### src/rtl/alu_pipe.sv
// ---------------------------------------------------------------------------
// alu_pipe -- two-stage pipelined ALU with valid/ready handshakes.
//
// Stage 1 captures an accepted operand set. Stage 2 computes the result and
// flags from the stage-1 operands and holds them until the consumer retires
// them. Both stages can advance in the same cycle, so a result can retire and
// a new operand set can be accepted together without a bubble.
//
// Parameters
//   WIDTH  operand/result width (power of two, 4..64)
//   SHW    shift-amount width, taken from B[SHW-1:0]
//
// Ports
//   clk         sole clock, rising edge
//   rst         synchronous active-high reset
//   in_valid    operand set A/B/Op/sign is presented
//   in_ready    block accepts operands this cycle
//   A, B        operands
//   Op          000 ADD, 001 SUB, 010 AND, 011 OR, 100 XOR, 101 SLL,
//               110 SRA, 111 reserved
//   sign        1 = two's-complement, 0 = unsigned (ADD/SUB flags)
//   out_valid   result fields valid
//   out_ready   consumer takes the result this cycle
//   Out         result
//   Ofl         overflow / carry / borrow
//   Z           result is zero
//   resultSign  true sign of the result
//   err         reserved opcode was issued
//
// Build option
//   ALU_PIPE_SAT_EN  when defined, overflowing ADD/SUB clamp to the
//                    representable limit instead of wrapping.
// ---------------------------------------------------------------------------
module alu_pipe #(
  parameter int WIDTH = 16,
  parameter int SHW   = $clog2(WIDTH)
) (
  input  logic             clk,
  input  logic             rst,
  input  logic             in_valid,
  output logic             in_ready,
  input  logic [WIDTH-1:0] A,
  input  logic [WIDTH-1:0] B,
  input  logic [2:0]       Op,
  input  logic             sign,
  output logic             out_valid,
  input  logic             out_ready,
  output logic [WIDTH-1:0] Out,
  output logic             Ofl,
  output logic             Z,
  output logic             resultSign,
  output logic             err
);

  typedef enum logic [2:0] {
    OP_ADD = 3'b000,
    OP_SUB = 3'b001,
    OP_AND = 3'b010,
    OP_OR  = 3'b011,
    OP_XOR = 3'b100,
    OP_SLL = 3'b101,
    OP_SRA = 3'b110,
    OP_RSV = 3'b111
  } op_e;

  localparam int MSB = WIDTH - 1;

  // Stage-1 operand registers
  logic             s1_valid;
  logic [WIDTH-1:0] s1_a;
  logic [WIDTH-1:0] s1_b;
  op_e              s1_op;
  logic             s1_sign;

  logic             s2_valid;

  logic             s1_load;
  logic             s2_load;

  // Stage-2 next-value signals computed from stage-1 operands
  logic [WIDTH:0]          add_full;
  logic [WIDTH:0]          sub_full;
  logic                    add_sovf;
  logic                    sub_sovf;
  logic                    sub_borrow;
  logic [SHW-1:0]          shamt;
  logic signed [WIDTH-1:0] a_signed;

  logic [WIDTH-1:0] res_next;
  logic             ofl_next;
  logic             z_next;
  logic             rsign_next;
  logic             err_next;

  // Handshake: stage 2 takes a new result when it is empty or its current
  // result is retiring; stage 1 may refill in the same cycle it hands off,
  // which is what keeps the pipeline at one result per cycle.
  assign s2_load   = s1_valid & (~s2_valid | out_ready);
  assign in_ready  = ~s1_valid | s2_load;
  assign s1_load   = in_valid & in_ready;
  assign out_valid = s2_valid;

  // Arithmetic with one extra bit so the carry-out is visible. SUB is
  // A + ~B + 1; its carry-out is 1 exactly when no borrow occurred.
  assign add_full   = {1'b0, s1_a} + {1'b0, s1_b};
  assign sub_full   = {1'b0, s1_a} + {1'b0, ~s1_b} + (WIDTH+1)'(1);
  assign sub_borrow = ~sub_full[WIDTH];

  // Signed overflow: operands that can overflow (same sign for ADD,
  // differing signs for SUB) produce a result whose sign differs from A.
  assign add_sovf = (s1_a[MSB] == s1_b[MSB]) & (add_full[MSB] != s1_a[MSB]);
  assign sub_sovf = (s1_a[MSB] != s1_b[MSB]) & (sub_full[MSB] != s1_a[MSB]);

  assign shamt    = s1_b[SHW-1:0];
  assign a_signed = s1_a;

  // Result and flag selection. For signed ADD/SUB the true sign is the
  // wrapped MSB corrected by the overflow bit; it is taken from the wrapped
  // value so that saturation does not disturb it.
  always_comb begin
    res_next   = '0;
    ofl_next   = 1'b0;
    rsign_next = 1'b0;
    err_next   = 1'b0;
    z_next     = 1'b0;

    case (s1_op)
      OP_ADD: begin
        res_next   = add_full[MSB:0];
        ofl_next   = s1_sign ? add_sovf : add_full[WIDTH];
        rsign_next = s1_sign ? (add_full[MSB] ^ add_sovf) : 1'b0;
      end
      OP_SUB: begin
        res_next   = sub_full[MSB:0];
        ofl_next   = s1_sign ? sub_sovf : sub_borrow;
        rsign_next = s1_sign ? (sub_full[MSB] ^ sub_sovf) : sub_borrow;
      end
      OP_AND: begin
        res_next   = s1_a & s1_b;
        rsign_next = res_next[MSB];
      end
      OP_OR: begin
        res_next   = s1_a | s1_b;
        rsign_next = res_next[MSB];
      end
      OP_XOR: begin
        res_next   = s1_a ^ s1_b;
        rsign_next = res_next[MSB];
      end
      OP_SLL: begin
        res_next   = s1_a << shamt;
        rsign_next = res_next[MSB];
      end
      OP_SRA: begin
        res_next   = a_signed >>> shamt;
        rsign_next = res_next[MSB];
      end
      default: begin
        err_next = 1'b1;
      end
    endcase

`ifdef ALU_PIPE_SAT_EN
    // Clamp overflowing ADD/SUB. A signed overflow always has the true
    // result on the same side of zero as A, so A's sign picks the limit.
    if ((s1_op == OP_ADD || s1_op == OP_SUB) && ofl_next) begin
      if (s1_sign)
        res_next = s1_a[MSB] ? {1'b1, {(WIDTH-1){1'b0}}} : {1'b0, {(WIDTH-1){1'b1}}};
      else
        res_next = (s1_op == OP_ADD) ? {WIDTH{1'b1}} : {WIDTH{1'b0}};
    end
`else
    // Wrapping arithmetic: the modulo result selected above stands.
`endif

    z_next = (res_next == '0);
  end

  // Pipeline registers. Reset drops both valids (and any same-cycle accept)
  // and clears the visible result fields.
  always_ff @(posedge clk) begin
    if (rst) begin
      s1_valid   <= 1'b0;
      s1_a       <= '0;
      s1_b       <= '0;
      s1_op      <= OP_ADD;
      s1_sign    <= 1'b0;
      s2_valid   <= 1'b0;
      Out        <= '0;
      Ofl        <= 1'b0;
      Z          <= 1'b0;
      resultSign <= 1'b0;
      err        <= 1'b0;
    end else begin
      if (s1_load) begin
        s1_valid <= 1'b1;
        s1_a     <= A;
        s1_b     <= B;
        s1_op    <= op_e'(Op);
        s1_sign  <= sign;
      end else if (s2_load) begin
        s1_valid <= 1'b0;
      end

      if (s2_load) begin
        s2_valid   <= 1'b1;
        Out        <= res_next;
        Ofl        <= ofl_next;
        Z          <= z_next;
        resultSign <= rsign_next;
        err        <= err_next;
      end else if (out_ready) begin
        s2_valid <= 1'b0;
      end
    end
  end

endmodule

### config.mk
export PLATFORM = sky130hd
export DESIGN_NAME = alu_pipe
export DESIGN_NICKNAME = d
export VERILOG_FILES = /design/src/rtl/alu_pipe.sv
export SDC_FILE = /design/constraint.sdc
export NUM_CORES = 1
export LEC_CHECK = 0
export ABC_AREA = 0
export BUFFER_PORTS_ARGS = -buffer_cell sky130_fd_sc_hd__buf_4
export CAP_MARGIN = 10
export CORE_UTILIZATION = 50
export DETAILED_ROUTE_END_ITERATION = 10
export GPL_ROUTABILITY_DRIVEN = 0
export HOLD_SLACK_MARGIN = 0.15
export PLACE_DENSITY_LB_ADDON = 0.08
export RECOVER_POWER = 50
export SYNTH_ARGS = -nofsm -noshare
export SYNTH_HDL_FRONTEND = slang
export SYNTH_SLANG_ARGS = --single-unit
### constraint.sdc
create_clock -name clk -period 7.4 [get_ports clk]
set_clock_uncertainty 0.05 [all_clocks]
set_input_delay 0.37 -clock clk [delete_from_list [all_inputs] [get_ports clk]]
set_output_delay 0.37 -clock clk [all_outputs]
set_load 0.03 [all_outputs]
======== Yosys cells after proc, flatten, opt, wreduce, memory -nomap -nowiden ========
Index checks and enable logic that the tools add are counted.
word-level totals
  flip-flop bits (word level) ............. 58
  logic and storage cells ................. 58
cells by class
  $add $sub $neg .......................... 3
  equal/unequal tests ..................... 10
  shifts and indexed selects .............. 2
  muxes and demuxes ....................... 12
  bitwise logic cells ..................... 15
  reductions and logical operators ........ 5
operators by type and width
  operator                                                          number
  16-bit case mux with 7 select lines                               1
  16-bit by 16-bit adder with 17-bit output                         2
  17-bit by 1-bit adder with 17-bit output (second input constant)  1
  16-bit bitwise AND                                                1
  16-bit logical NOT                                                1
  16-bit inverter                                                   1
  16-bit bitwise OR                                                 1
  16-bit by 4-bit << shifter with 16-bit output                     1
  16-bit by 4-bit >>> shifter with 16-bit output                    1
  16-bit bitwise XOR                                                1
  3-bit == test (second input constant)                             3
  1-bit two-way mux                                                 9
  1-bit case mux with 7 select lines                                1
  7-bit OR reduction                                                1
  3-bit by 2-bit == test with 1-bit output (second input constant)  2
  1-bit bitwise AND                                                 4
  2-bit nonzero test                                                2
  3-bit by 1-bit == test with 1-bit output (second input constant)  1
  3-bit logical NOT                                                 1
  1-bit inequality test                                             3
  1-bit inverter                                                    3
  1-bit bitwise OR                                                  2
  1-bit case mux with 2 select lines                                1
  1-bit bitwise XOR                                                 2
  1-bit == test                                                     1

======== Longest topological paths before layout ========
  depth after elaboration ................. 8
  depth in mapped cells ................... 19
  gate-level depth less buffers ........... 17

======== Worst setup path before layout ========
OpenSTA, ideal clock, no wires.
  path type ............................... flip-flop to flip-flop
  start ................................... register s1_a[5] (netlist: a_signed[5])
  end ..................................... register Z
  library setup time ...................... 0.096 ns
  data arrival time ....................... 3.748 ns
  data required time ...................... 7.254 ns
  setup slack ............................. 3.506 ns
  cell stages (with the launch flop) ...... 19
  path buffers ............................ 2
  clock period less this slack ............ 3.894 ns
  path through ............................ dfxtp_1 > clkbuf_1 > inv_1 > ha_1 > clkbuf_1 > or2_0 > or3_1 > o211ai_1 > a21oi_1 > nor2_1 > nor2_1 > o21bai_1 > a21oi_1 > o21bai_1 > fa_1 > nand2b_1 > a31oi_1 > nand4_1 > o41ai_2
between the ends
  cells in the longest elaborated chain, start to end .. 4
  elaborated cells between the ends (all ways) .. 10
  those cells by class .................... 3 x add/sub; 2 x shift; 1 x mux; 3 x bitwise; 1 x reduce/logical
ends and longest elaborated chain
  item                                       line  RTL
  start, declared                            70    logic [WIDTH-1:0] s1_a;
  start signal, assigned                     184   s1_a <= '0;
  start signal, assigned                     197   s1_a <= A;
  16-bit by 16-bit adder with 17-bit output  106   assign sub_full = {1'b0, s1_a} + {1'b0, ~s1_b} + (WIDTH+1)'(1);
  17-bit by 1-bit adder with 17-bit output   106
  16-bit case mux with 7 select lines *      127   case (s1_op)
  16-bit logical NOT *                       176   z_next = (res_next == '0);
  end signal, assigned                       209   Z <= z_next;
  end, declared                              50    output logic Z,
Mark *: on every way between the ends. The rest lies on a longest branch, timed or not.
A chain may end at the register's enable or synchronous reset.

======== Final worst setup path ========
  start ................................... register s1_b[2]
  end ..................................... register Z
between the ends
  cells in the longest elaborated chain, start to end .. 5
  elaborated cells between the ends (all ways) .. 11
  those cells by class .................... 3 x add/sub; 2 x shift; 1 x mux; 4 x bitwise; 1 x reduce/logical
ends and longest elaborated chain
  item                                       line  RTL
  start, declared                            71    logic [WIDTH-1:0] s1_b;
  start signal, assigned                     185   s1_b <= '0;
  start signal, assigned                     198   s1_b <= B;
  16-bit inverter                            106
  16-bit by 16-bit adder with 17-bit output  106
  17-bit by 1-bit adder with 17-bit output   106
  16-bit case mux with 7 select lines *      127
  16-bit logical NOT *                       176
Marked as above.

==> Implementation_results.wiki <==
{| class="wikitable"
! Metric !! Value
|-
| Highest-delay cell along the critical path || ha_1
|-
| Cell variety after synth || 80
|-
| Number of setup buffers added after CTS || 0
|-
| CP Capture Type || flop
|-
| Sum of buffers and inverters on the critical path || 3
|-
| Number of DRC markers in iteration 0 || 755
|-
| Core area || 12110 um2
|-
| Syn Std Cell Area || 6252 um2
|-
| Initial antenna violation count || 1
|-
| Most frequent cell on the critical path || a21oi_1
|-
| Die Footprint || 12960 um2
|-
| Clock-pin slew on the worst setup and hold paths || 0.06 ns
|-
| Fin crit period || 4.541 ns
|-
| Transition time at the pin with the least slew margin || 1.647 ns
|-
| Status || finished with violations
|-
| Most frequent cells in the layout || nand2_1, a21oi_1, nor2_1
|-
| Clock latency at the later pin of the worst-skew pair || 0.35 ns
|-
| Final count of negative-setup-slack endpoints || 0
|-
| Starting utilization of the core area || 51.62%
|-
| Hold buffer count at cts || 0
|-
| Relative slew slack || -9.785%
|-
| Horizontal die dimension || 113.8 um
|-
| Area growth, synth to finish || 11.33%
|-
| Post-synth top flop || dfxtp_1
|-
| Number of max-cap violations || 1
|-
| Avg Cell Area, Syn || 7.671 um2
|-
| TritonCTS clock tree || done
|-
| Number of synthesized flops with an enable pin || 0
|-
| First-pass GRT wire length || 31.42 mm
|-
| Residual overflow from global routing || 0
|-
| Share of cells above drive strength 1 || 12.46%
|-
| Cell at the root of the clock tree || clkbuf_16
|-
| Stage delay of the slowest cell on the critical path || 0.52 ns
|-
| Total number of vias || 6468
|-
| Number of clock sinks || 58
|-
| Violations in the final reports || capacitance limit, slew limit
|-
| Startpoint class of the critical path || flop
|-
| H-tree levels || 3
|-
| Unrepaired setup endpoints after global routing || no
|-
| Post-route setup TNS || 0 ns
|-
| Most common cell after layout, fill and taps aside || nand2_1
|-
| Buffer levels on the longest clock path || 2
|-
| Chain of cells forming the critical path || buf_4 > inv_1 > ha_1 > inv_1 > a21oi_1 > o211ai_1 > a21oi_1 > nor2_1 > nor2_1 > o21bai_1 > a21oi_1 > o21bai_1 > fa_1 > nand2b_1 > a31oi_1 > nand4_1 > o41ai_2
|-
| Number of nets with antenna violations after routing || 0
|-
| Number of synthesized register bits || 58
|-
| Hold WC Path Type || primary input to flop
|-
| # resized after CTS || 0
|-
| Total clock buffers created by CTS || 9
|-
| Mapped Cells || 815
|-
| IO Count || 62
|-
| Cell family contributing the most delay on the critical path || compound AO/OA/AOI/OAI gates
|-
| Cell area power density || 172.1 nW/um2
|-
| DRT Pass-1 Iters || 7
|-
| Maximum number of pins on one net before global-route repair || 53
|-
| CP Data Required Time || 7.60 ns
|-
| Num rows || 40
|-
| Max rail drop VDD || 0.0001505 V
|-
| Largest fanout of any net on the critical path || 40
|-
| Final hold vios || 0
|-
| Post-Layout Cell Count || 1004
|-
| Maximum clock frequency || 0.2202 GHz
|-
| Vias in the first global route || 5819
|-
| HPWL reported at the end of detailed placement || 14.61 mm
|-
| Setup CP Type || flop to flop
|-
| Synth warn || 0
|-
| Routed Wire Length || 19.82 mm
|-
| Crit share post-route || 61.37%
|-
| Sequential element share of the synthesized area || 18.57%
|-
| Detail-routed net length per standard cell || 19.74 um
|-
| # nets final || 923
|-
| Chip Height || 113.8 um
|-
| Total count of max-transition violations in the final report || 37
|-
| Quantity of I/O buffers inserted on ports || 61
|-
| Leakage power figure || 2.658 nW
|-
| DRC violation count after routing || 0
|-
| Routed via count divided by cell count || 6.442
|-
| Fraction of registers with async set or reset after synthesis || 0%
|-
| Number of fillers in the final layout || 1193
|-
| Cell count after placement || 987
|-
| Total nets after synthesis || 908
|-
| Critical path data arrival time || 4.74 ns
|-
| Global-route usage over all layers || 31.40%
|}
-- Yosys cell counts (4+ instances only) --
cell type | n | area, um2
a311oi_1 | 5 | 43.79
a211o_1 | 6 | 52.55
a21oi_1 | 82 | 410.4
a2111oi_0 | 5 | 43.79
or3_1 | 4 | 25.02
a22oi_1 | 17 | 127.6
nand2_1 | 107 | 401.6
mux2_2 | 5 | 56.30
or4_1 | 5 | 37.54
mux2i_1 | 14 | 140.1
dfxtp_1 | 58 | 1161
clkbuf_1 | 51 | 191.4
a21o_1 | 8 | 60.06
nor2b_1 | 14 | 87.58
mux4_2 | 23 | 518.0
nand3b_1 | 7 | 52.55
and2_1 | 4 | 25.02
buf_2 | 10 | 50.05
a31oi_1 | 6 | 37.54
xnor2_1 | 9 | 78.83
nor3_1 | 17 | 85.08
o31ai_1 | 9 | 67.56
o21ai_0 | 31 | 155.2
a221oi_1 | 6 | 52.55
o21ai_1 | 4 | 20.02
o21bai_1 | 5 | 37.54
nor4_1 | 4 | 25.02
xor2_1 | 4 | 35.03
nand3_1 | 9 | 45.04
o22a_1 | 4 | 35.03
a211oi_1 | 19 | 142.6
buf_1 | 4 | 15.01
inv_1 | 45 | 168.9
ha_1 | 50 | 625.6
o22ai_1 | 8 | 50.05
o2111ai_1 | 4 | 35.03
nand2b_1 | 12 | 75.07
o211ai_1 | 14 | 105.1
nor2_1 | 66 | 247.7
-- per-layer routing --
| metal | routed length [um] | GRT usage, % |
|---|---|---|
| met5 | 0 | 0 |
| met4 | 700 | 13.68 |
| met3 | 2020 | 6.164 |
| met2 | 8569 | 47.52 |
| met1 | 8531 | 43.49 |
-- worst register-to-register path, delay by kind of cell (launching register included) --
family | cells | cell delay [ns]
compound gates | 8 | 1.75
fa+ha+maj | 2 | 1.01
buf+inv | 3 | 0.84
flops | 1 | 0.30
simple gates | 4 | 0.50
-- per-stage QoR --
| step | power [mW] | util [%] | cell area [um2] | hold slack [ns] | worst slack [ns] |
|---|---|---|---|---|---|
| after floorplan | 0.6246 | - | 6252 | 0.4036 | 3.506 |
| after global placement | 0.7226 | 55.40 | 6710 | 0.4029 | 3.144 |
| after detailed placement | 0.7294 | 55.40 | 6710 | 0.4062 | 2.984 |
| after CTS | 1.200 | 58.13 | 7041 | 0.2003 | 2.977 |
| after global routing | 1.252 | 57.45 | 6958 | 0.2268 | 2.569 |
| final | 1.198 | 57.47 | 6960 | 0.2055 | 2.859 |
-- final timing paths --
kind,end,slack [ns],from,cells after the start
max reg2reg,Z$_SDFFE_PP0P_,2.86,s1_b[2]$_SDFFE_PP0P_,17
max,Z$_SDFFE_PP0P_,2.86,s1_b[2]$_SDFFE_PP0P_,17
min reg2reg,Out[7]$_SDFFE_PP0P_,0.41,Out[7]$_SDFFE_PP0P_,2
min,s1_valid$_SDFFE_PP0P_,0.21,in_valid,3
-- report_power, final --
group | leakage [nW] | internal (mW) | switching, mW | total (mW)
logic | 2.02 | 0.143 | 0.225 | 0.368
clock network | 0.163 | 0.313 | 0.157 | 0.470
registers | 0.477 | 0.331 | 0.0288 | 0.360
-- cells by family (layout without fill, tap and decap cells) --
| logic type | after synthesis | in the layout | synth area share (%) |
|---|---|---|---|
| AOI/OAI and AO/OA | 260 | 260 | 27.86 |
| xor gates and xnor gates | 13 | 13 | 1.821 |
| adders and majority gates | 53 | 53 | 10.97 |
| buffers and inverters | 117 | 137 | 7.704 |
| DFF | 58 | 58 | 18.57 |
| muxes | 47 | 47 | 13.05 |
| other | 0 | 1 | 0 |
| and+or+nand+nor | 267 | 267 | 20.03 |
-- final cells by class --
class,instances,area [um2],area share [%]
Antenna cell,1,2.502,0.03595
Clock buffer,12,256.5,3.685
Clock inverter,4,73.82,1.061
Inverter,48,180.2,2.589
Multi-Input combinational cell,640,4609,66.22
Sequential cell,58,1162,16.70
Tap cell,168,210.2,3.020
Timing Repair Buffer,73,465.4,6.687
-- registers in the layout (all words and copies together) (netlist names) --
signal      cells
Z               1
s1_sign         1
err             1
out_valid       1
s1_op           3
s1_b           16
s1_valid        1
Ofl             1
Out            16
a_signed       16
resultSign      1
Power figures use the tool's default switching activity.
